File: config.mk
export PLATFORM = sky130hd
export DESIGN_NAME = alu_multicycle_flat
export DESIGN_NICKNAME = d
export VERILOG_FILES = /design/src/rtl/alu_multicycle_if.sv /design/src/rtl/alu_multicycle.sv /design/src/flat_wrapper.sv
export SDC_FILE = /design/constraint.sdc
export NUM_CORES = 1
export LEC_CHECK = 0
export BUFFER_PORTS_ARGS = -buffer_cell sky130_fd_sc_hd__buf_2
export CORE_MARGIN = 2
export CORE_UTILIZATION = 45
export CTS_CLUSTER_DIAMETER = 50
export DETAILED_ROUTE_END_ITERATION = 10
export GPL_TIMING_DRIVEN = 0
export RECOVER_POWER = 100
export SYNTH_ARGS = -nofsm -noshare
export SYNTH_HDL_FRONTEND = slang
export SYNTH_SLANG_ARGS = --single-unit
File: constraint.sdc
create_clock -name clk -period 5.2 [get_ports clk]
set_clock_uncertainty 0.05 [all_clocks]
set_input_delay 0.52 -clock clk [delete_from_list [all_inputs] [get_ports clk]]
set_output_delay 0.52 -clock clk [all_outputs]
set_load 0.005 [all_outputs]
File: src/rtl/alu_multicycle_if.sv
// Handshake and operand/result bundle between the control datapath and alu_multicycle.
// master drives the operation request; slave is the ALU itself.
interface alu_multicycle_if #(
  parameter int WIDTH = 32
);
  logic             start;
  logic [2:0]       ALUControl;
  logic [WIDTH-1:0] SrcA;
  logic [WIDTH-1:0] SrcB;
  logic [WIDTH-1:0] ALUResult;
  logic [3:0]       Flags;
  logic             busy;
  logic             done;
  logic             div_by_zero;

  modport master (
    output start, ALUControl, SrcA, SrcB,
    input  ALUResult, Flags, busy, done, div_by_zero
  );

  modport slave (
    input  start, ALUControl, SrcA, SrcB,
    output ALUResult, Flags, busy, done, div_by_zero
  );
endinterface

File: src/rtl/alu_multicycle.sv
// Multi-cycle ALU: single-cycle add/sub, iterative shift-add multiply and restoring divide.
// Define ALU_MUL_EARLY_EXIT_EN to end a multiply once the remaining multiplier bits are zero.
module alu_multicycle #(
  parameter int WIDTH = 32
) (
  input  logic                clk,
  input  logic                reset,
  alu_multicycle_if.slave     bus
);
  localparam int CW = $clog2(WIDTH);

  typedef enum logic [1:0] {IDLE, MUL, DIV, FIN} state_t;

  state_t           state_reg, state_next;
  logic [CW-1:0]    count_reg, count_next;
  logic [WIDTH-1:0] a_reg, a_next;       // multiplicand (mul) / dividend-quotient shifter (div)
  logic [WIDTH-1:0] b_reg, b_next;       // multiplier (mul) / divisor (div)
  logic [WIDTH-1:0] acc_reg, acc_next;   // product accumulator (mul) / partial remainder (div)
  logic [WIDTH-1:0] result_reg, result_next;
  logic [3:0]       flags_reg, flags_next;
  logic             busy_reg, busy_next;
  logic             done_reg, done_next;
  logic             dbz_reg, dbz_next;

  logic [WIDTH:0]   add_sum, sub_diff, rem_sh;
  logic [WIDTH-1:0] mul_step, rem_diff, q_step;
  logic             fits, last_iter;

  function automatic logic [1:0] nz(input logic [WIDTH-1:0] r);
    return {r[WIDTH-1], r == '0};
  endfunction

  assign add_sum  = {1'b0, bus.SrcA} + {1'b0, bus.SrcB};
  assign sub_diff = {1'b0, bus.SrcA} - {1'b0, bus.SrcB};
  assign mul_step = acc_reg + (b_reg[0] ? a_reg : '0);
  assign rem_sh   = {acc_reg, a_reg[WIDTH-1]};
  assign fits     = rem_sh >= {1'b0, b_reg};
  // When the divisor fits, the difference is below the divisor, so WIDTH bits suffice.
  assign rem_diff = rem_sh[WIDTH-1:0] - b_reg;
  assign q_step   = {a_reg[WIDTH-2:0], fits};

`ifdef ALU_MUL_EARLY_EXIT_EN
  assign last_iter = (count_reg == CW'(WIDTH - 1)) ||
                     (state_reg == MUL && b_reg[WIDTH-1:1] == '0);
`else
  assign last_iter = (count_reg == CW'(WIDTH - 1));
`endif

  always_comb begin
    state_next  = state_reg;
    count_next  = count_reg;
    a_next      = a_reg;
    b_next      = b_reg;
    acc_next    = acc_reg;
    result_next = result_reg;
    flags_next  = flags_reg;
    dbz_next    = dbz_reg;
    case (state_reg)
      IDLE: begin
        if (bus.start) begin
          a_next     = bus.SrcA;
          b_next     = bus.SrcB;
          count_next = '0;
          acc_next   = '0;
          dbz_next   = 1'b0;
          case (bus.ALUControl)
            3'b001: begin
              state_next  = FIN;
              result_next = sub_diff[WIDTH-1:0];
              flags_next  = {nz(sub_diff[WIDTH-1:0]), ~sub_diff[WIDTH],
                             (bus.SrcA[WIDTH-1] != bus.SrcB[WIDTH-1]) &&
                             (sub_diff[WIDTH-1] != bus.SrcA[WIDTH-1])};
            end
            3'b010: begin
`ifdef ALU_MUL_EARLY_EXIT_EN
              if (bus.SrcB == '0) begin
                state_next  = FIN;
                result_next = '0;
                flags_next  = 4'b0100;
              end else begin
                state_next = MUL;
              end
`else
              state_next = MUL;
`endif
            end
            3'b011: begin
              if (bus.SrcB == '0) begin
                state_next  = FIN;
                result_next = '1;
                flags_next  = 4'b1000;
                dbz_next    = 1'b1;
              end else begin
                state_next = DIV;
              end
            end
            default: begin
              state_next  = FIN;
              result_next = add_sum[WIDTH-1:0];
              flags_next  = {nz(add_sum[WIDTH-1:0]), add_sum[WIDTH],
                             (bus.SrcA[WIDTH-1] == bus.SrcB[WIDTH-1]) &&
                             (add_sum[WIDTH-1] != bus.SrcA[WIDTH-1])};
            end
          endcase
        end
      end
      MUL: begin
        acc_next   = mul_step;
        a_next     = a_reg << 1;
        b_next     = b_reg >> 1;
        count_next = count_reg + CW'(1);
        if (last_iter) begin
          state_next  = FIN;
          result_next = mul_step;
          flags_next  = {nz(mul_step), 2'b00};
        end
      end
      DIV: begin
        acc_next   = fits ? rem_diff : rem_sh[WIDTH-1:0];
        a_next     = q_step;
        count_next = count_reg + CW'(1);
        if (last_iter) begin
          state_next  = FIN;
          result_next = q_step;
          flags_next  = {nz(q_step), 2'b00};
        end
      end
      default: state_next = IDLE;
    endcase
    busy_next = (state_next != IDLE);
    done_next = (state_next == FIN);
  end

  always_ff @(posedge clk) begin
    if (reset) begin
      state_reg  <= IDLE;
      count_reg  <= '0;
      a_reg      <= '0;
      b_reg      <= '0;
      acc_reg    <= '0;
      result_reg <= '0;
      flags_reg  <= '0;
      busy_reg   <= 1'b0;
      done_reg   <= 1'b0;
      dbz_reg    <= 1'b0;
    end else begin
      state_reg  <= state_next;
      count_reg  <= count_next;
      a_reg      <= a_next;
      b_reg      <= b_next;
      acc_reg    <= acc_next;
      result_reg <= result_next;
      flags_reg  <= flags_next;
      busy_reg   <= busy_next;
      done_reg   <= done_next;
      dbz_reg    <= dbz_next;
    end
  end

  assign bus.ALUResult   = result_reg;
  assign bus.Flags       = flags_reg;
  assign bus.busy        = busy_reg;
  assign bus.done        = done_reg;
  assign bus.div_by_zero = dbz_reg;
endmodule

File: src/flat_wrapper.sv
// flat-port wrapper written by rule: the top's interface ports become plain ports
module alu_multicycle_flat 
#(
  parameter int WIDTH = 32
)
  (clk, reset, bus_start, bus_ALUControl, bus_SrcA, bus_SrcB, bus_ALUResult, bus_Flags, bus_busy, bus_done, bus_div_by_zero);
  alu_multicycle_if #(.WIDTH(WIDTH)) bus_i ();
  input  logic clk;
  input  logic reset;
  input wire logic [$bits(bus_i.start)-1:0] bus_start;
  input wire logic [$bits(bus_i.ALUControl)-1:0] bus_ALUControl;
  input wire logic [$bits(bus_i.SrcA)-1:0] bus_SrcA;
  input wire logic [$bits(bus_i.SrcB)-1:0] bus_SrcB;
  output wire logic [$bits(bus_i.ALUResult)-1:0] bus_ALUResult;
  output wire logic [$bits(bus_i.Flags)-1:0] bus_Flags;
  output wire logic [$bits(bus_i.busy)-1:0] bus_busy;
  output wire logic [$bits(bus_i.done)-1:0] bus_done;
  output wire logic [$bits(bus_i.div_by_zero)-1:0] bus_div_by_zero;
  assign bus_i.start = bus_start;
  assign bus_i.ALUControl = bus_ALUControl;
  assign bus_i.SrcA = bus_SrcA;
  assign bus_i.SrcB = bus_SrcB;
  assign bus_ALUResult = bus_i.ALUResult;
  assign bus_Flags = bus_i.Flags;
  assign bus_busy = bus_i.busy;
  assign bus_done = bus_i.done;
  assign bus_div_by_zero = bus_i.div_by_zero;
  alu_multicycle #(.WIDTH(WIDTH)) u_core (.clk(clk), .reset(reset), .bus(bus_i));
endmodule
==> results of run 1 <==
cells by family (layout without fill, tap and decap cells):
| logic type | Yosys count | in the layout |
|---|---|---|
| AOI/OAI and AO/OA | 683 | 683 |
| adders and majority gates | 138 | 138 |
| buffers and inverters | 237 | 377 |
| xor gates and xnor gates | 91 | 91 |
| muxes | 43 | 43 |
| DFF | 141 | 141 |
| and+or+nand+nor | 632 | 632 |
stage by stage:
stage	hold WS [ns]	setup slack, ns	std cells	cell area (sq um)	util [%]
2_1_floorplan	0.386	1.68	1965	14600	-
3_3_place_gp	0.393	0.339	2475	15600	49.2
3_5_place_dp	0.397	0.355	2475	15600	49.2
4_1_cts	0.357	0.384	2507	16200	51.0
5_1_grt	0.381	0.0249	2507	16100	50.8
6_report	0.366	0.217	2507	16100	50.8
Yosys cell counts, drive strengths merged, types with 16 or more instances:
master and n:
xor2 25, inv 128, nand4 24, nor2 205, mux2i 40, o21ai 112
and2 40, o211ai 18, o31ai 27, o21a 16, a31oi 20, xnor2 66
a211oi 64, dfxtp 141, nor3 52, a21o 38, nor4 34, ha 134
nor2b 21, nand3 26, a21oi 185, nand2 125, buf 27, clkbuf 78
a22oi 24, o221ai 16, nand2b 24, a222oi 31
report_power, final:
group | switching (uW) | leakage (uW) | total [uW] | internal [uW]
Clock | 505 | 0.000268 | 1190 | 683
Combinational | 1450 | 0.00516 | 2210 | 761
Sequential | 170 | 0.00116 | 1400 | 1230
worst max-delay path, cell delays in order, from the launching register on:
cell,delay [ns]
dfxtp_1,0.57
clkbuf_1,0.30
and2_1,0.26
ha_1,0.14
clkbuf_1,0.25
nand4_1,0.24
a211oi_1,0.42
nand2_1,0.22
a31oi_1,0.51
nand3_1,0.17
a311oi_1,0.40
nand4_1,0.25
nor4bb_2,0.50
a32oi_1,0.26
o31a_1,0.16
o31ai_1,0.12
how the worst max path moves through the flow:
stage	end	startpoint	depth (start not counted)	slack (ns)
detailed placement	u_core.bus.Flags[2]	bus_SrcB[13]	14	0.35
CTS	u_core.bus.Flags[2]	u_core.b_reg[0]	15	0.38
global placement	u_core.bus.Flags[2]	bus_SrcB[13]	14	0.34
global route	u_core.bus.Flags[2]	u_core.b_reg[0]	15	0.02
floorplan	u_core.bus.Flags[2]	bus_SrcB[0]	13	1.68
finish	u_core.bus.Flags[2]	u_core.b_reg[0]	15	0.22
routing by layer:
layer | part of all wire [%] | global-route usage (%)
met5 | 0 | 0
met4 | 4.1 | 14.4
met3 | 7.3 | 4.46
met2 | 46 | 58.8
met1 | 43 | 47.4
final cells by class:
class                   count  area (sq um)
multi-input cells        1587         10800
flip-flops and latches    141          2820
clock buffers              23           468
clock inverters             9          86.3
plain buffers             105           412
fillers                  3296         15600
repair buffers            108           510
well taps                 402           503
inverters                 132           495
what timing repair did:
action	in CTS	in global routing
hold buffers	0	0
setup endpoints to repair	0	1
gates resized for setup	0	1
==> Implementation_results.wiki, run 1 <==
{| class="wikitable"
! Metric !! Value
|-
| Unique cell type count in the Yosys netlist || 91
|-
| Mean instance size in the synthesized netlist || 7.41 sq um
|-
| DRC violations left || 0
|-
| Largest buffer count on any clock path || 2
|-
| Antenna fix cells || 0
|-
| First-pass GRT wire length || 91300 um
|-
| Horizontal die dimension || 184 um
|-
| Cell count after synthesis || 1965
|-
| Routed Wire Length || 61100 um
|-
| Number of enable flip-flop cells after synthesis || 0
|-
| Worst min-delay path startpoint || bus_SrcA[19]
|-
| Commonest cells after routing, fill and taps aside || 204 x nor2_1, 185 x a21oi_1, 141 x dfxtp_1, 134 x ha_1, 127 x inv_1
|-
| Die area || 33800 sq um
|-
| Dominant combinational cell family by area after synthesis || compound AO/OA/AOI/OAI gates
|-
| Final max-slew violation count || 0
|-
| Syn Std Cell Area || 14600 sq um
|-
| Vias per std cell || 6.46
|-
| Area Growth Syn to Fin || 10.6%
|-
| Data required, critical path || 5.44 ns
|-
| DR vias || 16200
|-
| R2r endpoint || u_core.bus.Flags[2]
|-
| Number of buffers added for setup after CTS || 0
|-
| Hold Vio Cnt, Final || 0
|-
| Total gr overflow || 0
|-
| Most common library cell in the layout ignoring fill and taps || nor2_1
|-
| Fraction of registers with async set/reset || 0%
|-
| Number of warning messages in the yosys log || 0
|-
| Hold Path Cell Cnt || 3
|-
| Worst reg2reg path depth || 15
|-
| XOR/XNOR Fraction of Synth Area || 5.47%
|-
| Io pins || 109
|-
| Final critical delay including setup and external delays || 4.98 ns
|-
| Violation count after the first detailed-route iteration || 1808
|-
| Proportion of netlist area held by the largest area contributor || 19.4%
|-
| Clock transition at the register clock pins on the worst setup and hold paths after CTS || 0.06 ns
|-
| Buffer type at the clock tree root || clkbuf_16
|-
| Maximum achievable frequency || 201 MHz
|-
| Worst reg-to-reg setup slack || 0.22 ns
|-
| Top flip-flop cell by instance count after synthesis || dfxtp_1
|-
| Number of antenna violations at the first check in global routing || 0
|-
| Area share of fa/ha/maj cells after synthesis || 12.1%
|-
| CP Max Fanout || 10
|-
| Detailed Place HPWL || 49900 um
|-
| Status || complete, no violations
|-
| Multiplexer share of the synthesized area || 2.98%
|-
| Net count of the finished layout || 2300
|-
| Clock tree from TritonCTS || yes
|-
| Area fraction in and, or, nand and nor cells after synthesis || 21.5%
|-
| Top cells by area in the synthesized netlist || dfxtp_1 19%, ha_1 12%, a21oi_1 6.4%
|-
| Arrival time of the worst setup path || 5.22 ns
|-
| Maximum ir drop on the vdd rail || 0.260 mV
|-
| Start of the worst register-to-register path || u_core.b_reg[0]
|-
| Clock sink count || 141
|-
| Leak Pwr || 0.00658 uW
|-
| Worst-Skew Late Latency || 0.44 ns
|-
| Post-synthesis compound-gate area fraction || 32.4%
|-
| Largest area contributor in the netlist || dfxtp_1
|-
| Hold WC Path Type || in2reg
|-
| Overall routing resource usage || 35.8%
|-
| Final Cycle Share || 95.8%
|-
| Number of buffers added on ports || 108
|-
| PwrDens || 298 nW/um^2
|-
| Register area share after synthesis || 19.4%
|-
| Fraction of final layout cells sized beyond drive strength 1 || 7.84%
|-
| Setup TNS after final layout || 0 ns
|-
| Number of storage elements in the synthesis netlist || 141
|-
| Worst slew margin relative to its limit || 4.17%
|-
| Critical Path Source Type || flip-flop
|-
| GPL Wtd Cong || 0.970
|-
| Final routed wire length divided by cell count || 24.4 um
|-
| Tightest Pin Transition || 1.42 ns
|-
| Die height || 184 um
|-
| DRT antenna net count || 0
|-
| Floorplan row count || 65
|-
| Category of the most critical setup path || reg2reg
|-
| Core area || 31700 sq um
|-
| Htree depth || 4
|-
| Pin count of the biggest net entering global routing || 17
|-
| Effective utilization at floorplan || 45.9%
|-
| Number of maximum-capacitance constraint violations || 0
|-
| Final setup fails || 0
|-
| Vias in the first global route || 15200
|-
| Number of buffers added by the clock tree synthesis step || 17
|-
| WHS Endpoint || u_core.a_reg[19]
|-
| Power consumption || 4800 uW
|-
| Unrepaired setup endpoints after global routing || false
|-
| First-pass iteration count of the detailed router || 7
|-
| Number of nets produced by synthesis || 2173
|-
| Critical Path End Type || flip-flop
|}
No activity file was read; power rests on OpenSTA's default activity.
==> run 2, diff against run 1 <==
--- a/config.mk
+++ b/config.mk
@@ -6,11 +6,12 @@
 export NUM_CORES = 1
 export LEC_CHECK = 0
 export BUFFER_PORTS_ARGS = -buffer_cell sky130_fd_sc_hd__buf_2
-export CORE_MARGIN = 2
-export CORE_UTILIZATION = 45
+export CORE_MARGIN = 10
+export CORE_UTILIZATION = 50
 export CTS_CLUSTER_DIAMETER = 50
 export DETAILED_ROUTE_END_ITERATION = 10
 export GPL_TIMING_DRIVEN = 0
+export PLACE_DENSITY_LB_ADDON = 0.25
 export RECOVER_POWER = 100
 export SYNTH_ARGS = -nofsm -noshare
 export SYNTH_HDL_FRONTEND = slang
==> Implementation_results.wiki, run 2 (same netlist as run 1, synthesis figures left out) <==
{| class="wikitable"
! Metric !! Value
|-
| Status || complete, no violations
|-
| Routed Wire Length || 59500 um
|-
| Floorplan row count || 62
|-
| Vias per std cell || 6.57
|-
| Area Growth Syn to Fin || 10.8%
|-
| Grt met3 use || 4.50%
|-
| Final critical delay including setup and external delays || 4.65 ns
|-
| Detailed Place HPWL || 48500 um
|-
| Worst reg-to-reg setup slack || 0.55 ns
|-
| Data required, critical path || 5.47 ns
|-
| Number of buffers added by the clock tree synthesis step || 17
|-
| Share of the core filled with cells || 56.2%
|-
| Largest buffer count on any clock path || 2
|-
| Critical Path End Type || flip-flop
|-
| Horizontal die dimension || 191 um
|-
| GPL Wtd Cong || 1.02
|-
| Final routed wire length divided by cell count || 23.9 um
|-
| Hold WC Path Type || in2reg
|-
| Tightest Pin Transition || 1.44 ns
|-
| WHS Endpoint || u_core.a_reg[2]
|-
| Io pins || 109
|-
| Maximum ir drop on the vdd rail || 0.234 mV
|-
| Hold Vio Cnt, Final || 0
|-
| Buffer type at the clock tree root || clkbuf_16
|-
| Pin count of the biggest net entering global routing || 17
|-
| First-pass iteration count of the detailed router || 6
|-
| Htree depth || 4
|-
| Setup TNS after final layout || 0 ns
|-
| Clock sink count || 141
|-
| Layer carrying the most global-route usage || met2
|-
| Power consumption || 4900 uW
|-
| Worst min-delay path startpoint || bus_SrcA[2]
|-
| Violation count after the first detailed-route iteration || 2053
|-
| Core area || 28700 sq um
|-
| CP Max Fanout || 10
|-
| Most common library cell in the layout ignoring fill and taps || nor2_1
|-
| Final Cycle Share || 89.5%
|-
| Effective utilization at floorplan || 50.7%
|-
| DR vias || 16400
|-
| Launch point of the critical path || u_core.b_reg[0]
|-
| Worst reg2reg path depth || 15
|-
| DRT antenna net count || 0
|-
| Clock tree from TritonCTS || yes
|-
| Maximum achievable frequency || 215 MHz
|-
| Arrival time of the worst setup path || 4.92 ns
|-
| Number of resized instances in the post-cts repair step || 0
|-
| Fraction of final layout cells sized beyond drive strength 1 || 7.46%
|-
| Worst slew margin relative to its limit || 3.07%
|-
| Start of the worst register-to-register path || u_core.b_reg[0]
|-
| Met2 usage in global routing || 51.3%
|-
| Critical Path Source Type || flip-flop
|-
| Number of maximum-capacitance constraint violations || 0
|-
| Hold buffer count at CTS || 0
|-
| Overall routing resource usage || 31.6%
|-
| PwrDens || 304 nW/um^2
|-
| Number of buffers added on ports || 108
|-
| DRC violations left || 0
|-
| Global routing met1 resource utilization || 40.3%
|-
| Number of antenna violations at the first check in global routing || 0
|-
| Commonest cells after routing, fill and taps aside || 204 x nor2_1, 185 x a21oi_1, 141 x dfxtp_1, 134 x ha_1, 127 x inv_1
|-
| Category of the most critical setup path || reg2reg
|-
| Min Hold Slack || 0.342 ns
|-
| Hold Path Cell Cnt || 3
|-
| Die height || 191 um
|-
| Worst-Skew Late Latency || 0.44 ns
|-
| Total gr overflow || 0
|-
| Die area || 36400 sq um
|-
| Count of fill cells added during filler insertion || 2826
|-
| Antenna fix cells || 0
|-
| Leak Pwr || 0.00657 uW
|-
| Vias in the first global route || 15400
|-
| Clock transition at the register clock pins on the worst setup and hold paths after CTS || 0.06 ns
|-
| R2r endpoint || u_core.bus.Flags[2]
|-
| Number of buffers added for setup after CTS || 0
|-
| First-pass GRT wire length || 89700 um
|-
| Unrepaired setup endpoints after global routing || false
|-
| Net count of the finished layout || 2300
|-
| Final setup fails || 0
|-
| Final max-slew violation count || 0
|}
[run 2: metal layers]
metal,routed length (um),vias to the layer above,part of all wire [%]
li1,-,7584,-
met1,24000,7675,40
met2,27300,947,46
met3,5500,157,9.2
met4,2700,0,4.5
met5,0,-,0
[run 2: area by class of cell]
class / instances / area (sq um) / share of cell area (%)
multi-input combinational: 1587 / 10800 / 67.0
sequential: 141 / 2820 / 17.5
timing repair buffer: 108 / 495 / 3.07
inverter: 132 / 495 / 3.07
tap: 384 / 480 / 2.98
clock buffer: 18 / 439 / 2.72
buffer: 105 / 413 / 2.56
clock inverter: 14 / 184 / 1.14
[run 2: per-stage QoR]
step,instances,worst slack (ns),instance area [sq um]
after global placement,2457,0.563,15600
after global routing,2489,0.301,16100
after floorplan,1965,1.68,14600
after CTS,2489,0.753,16200
after detailed placement,2457,0.547,15600
final,2489,0.546,16100
[run 2: worst max path at each step]
stage                                    to  cells past startpoint
global placement        u_core.bus.Flags[2]                     14
finish                  u_core.bus.Flags[2]                     15
floorplan               u_core.bus.Flags[2]                     13
CTS                     u_core.bus.Flags[2]                     15
global route        u_core.bus.ALUResult[0]                     13
detailed placement      u_core.bus.Flags[2]                     14
[run 2: where the power goes]
group	switching, uW	internal [uW]
clock	530	776
sequential	171	1230
combinational	1440	757
total	2140	2760
[run 2: worst max-delay path: stages, from the launching register on]
cell and delay [ns]:
dfxtp_1 0.54, clkbuf_1 0.30, and2_0 0.25, ha_1 0.15
clkbuf_1 0.27, nand4_1 0.24, a211oi_1 0.42, nand2_1 0.24
a31oi_1 0.51, o21a_1 0.28, a211oi_1 0.11, xnor2_1 0.42
inv_1 0.10, a32oi_1 0.36, o31a_1 0.20, o31ai_1 0.08
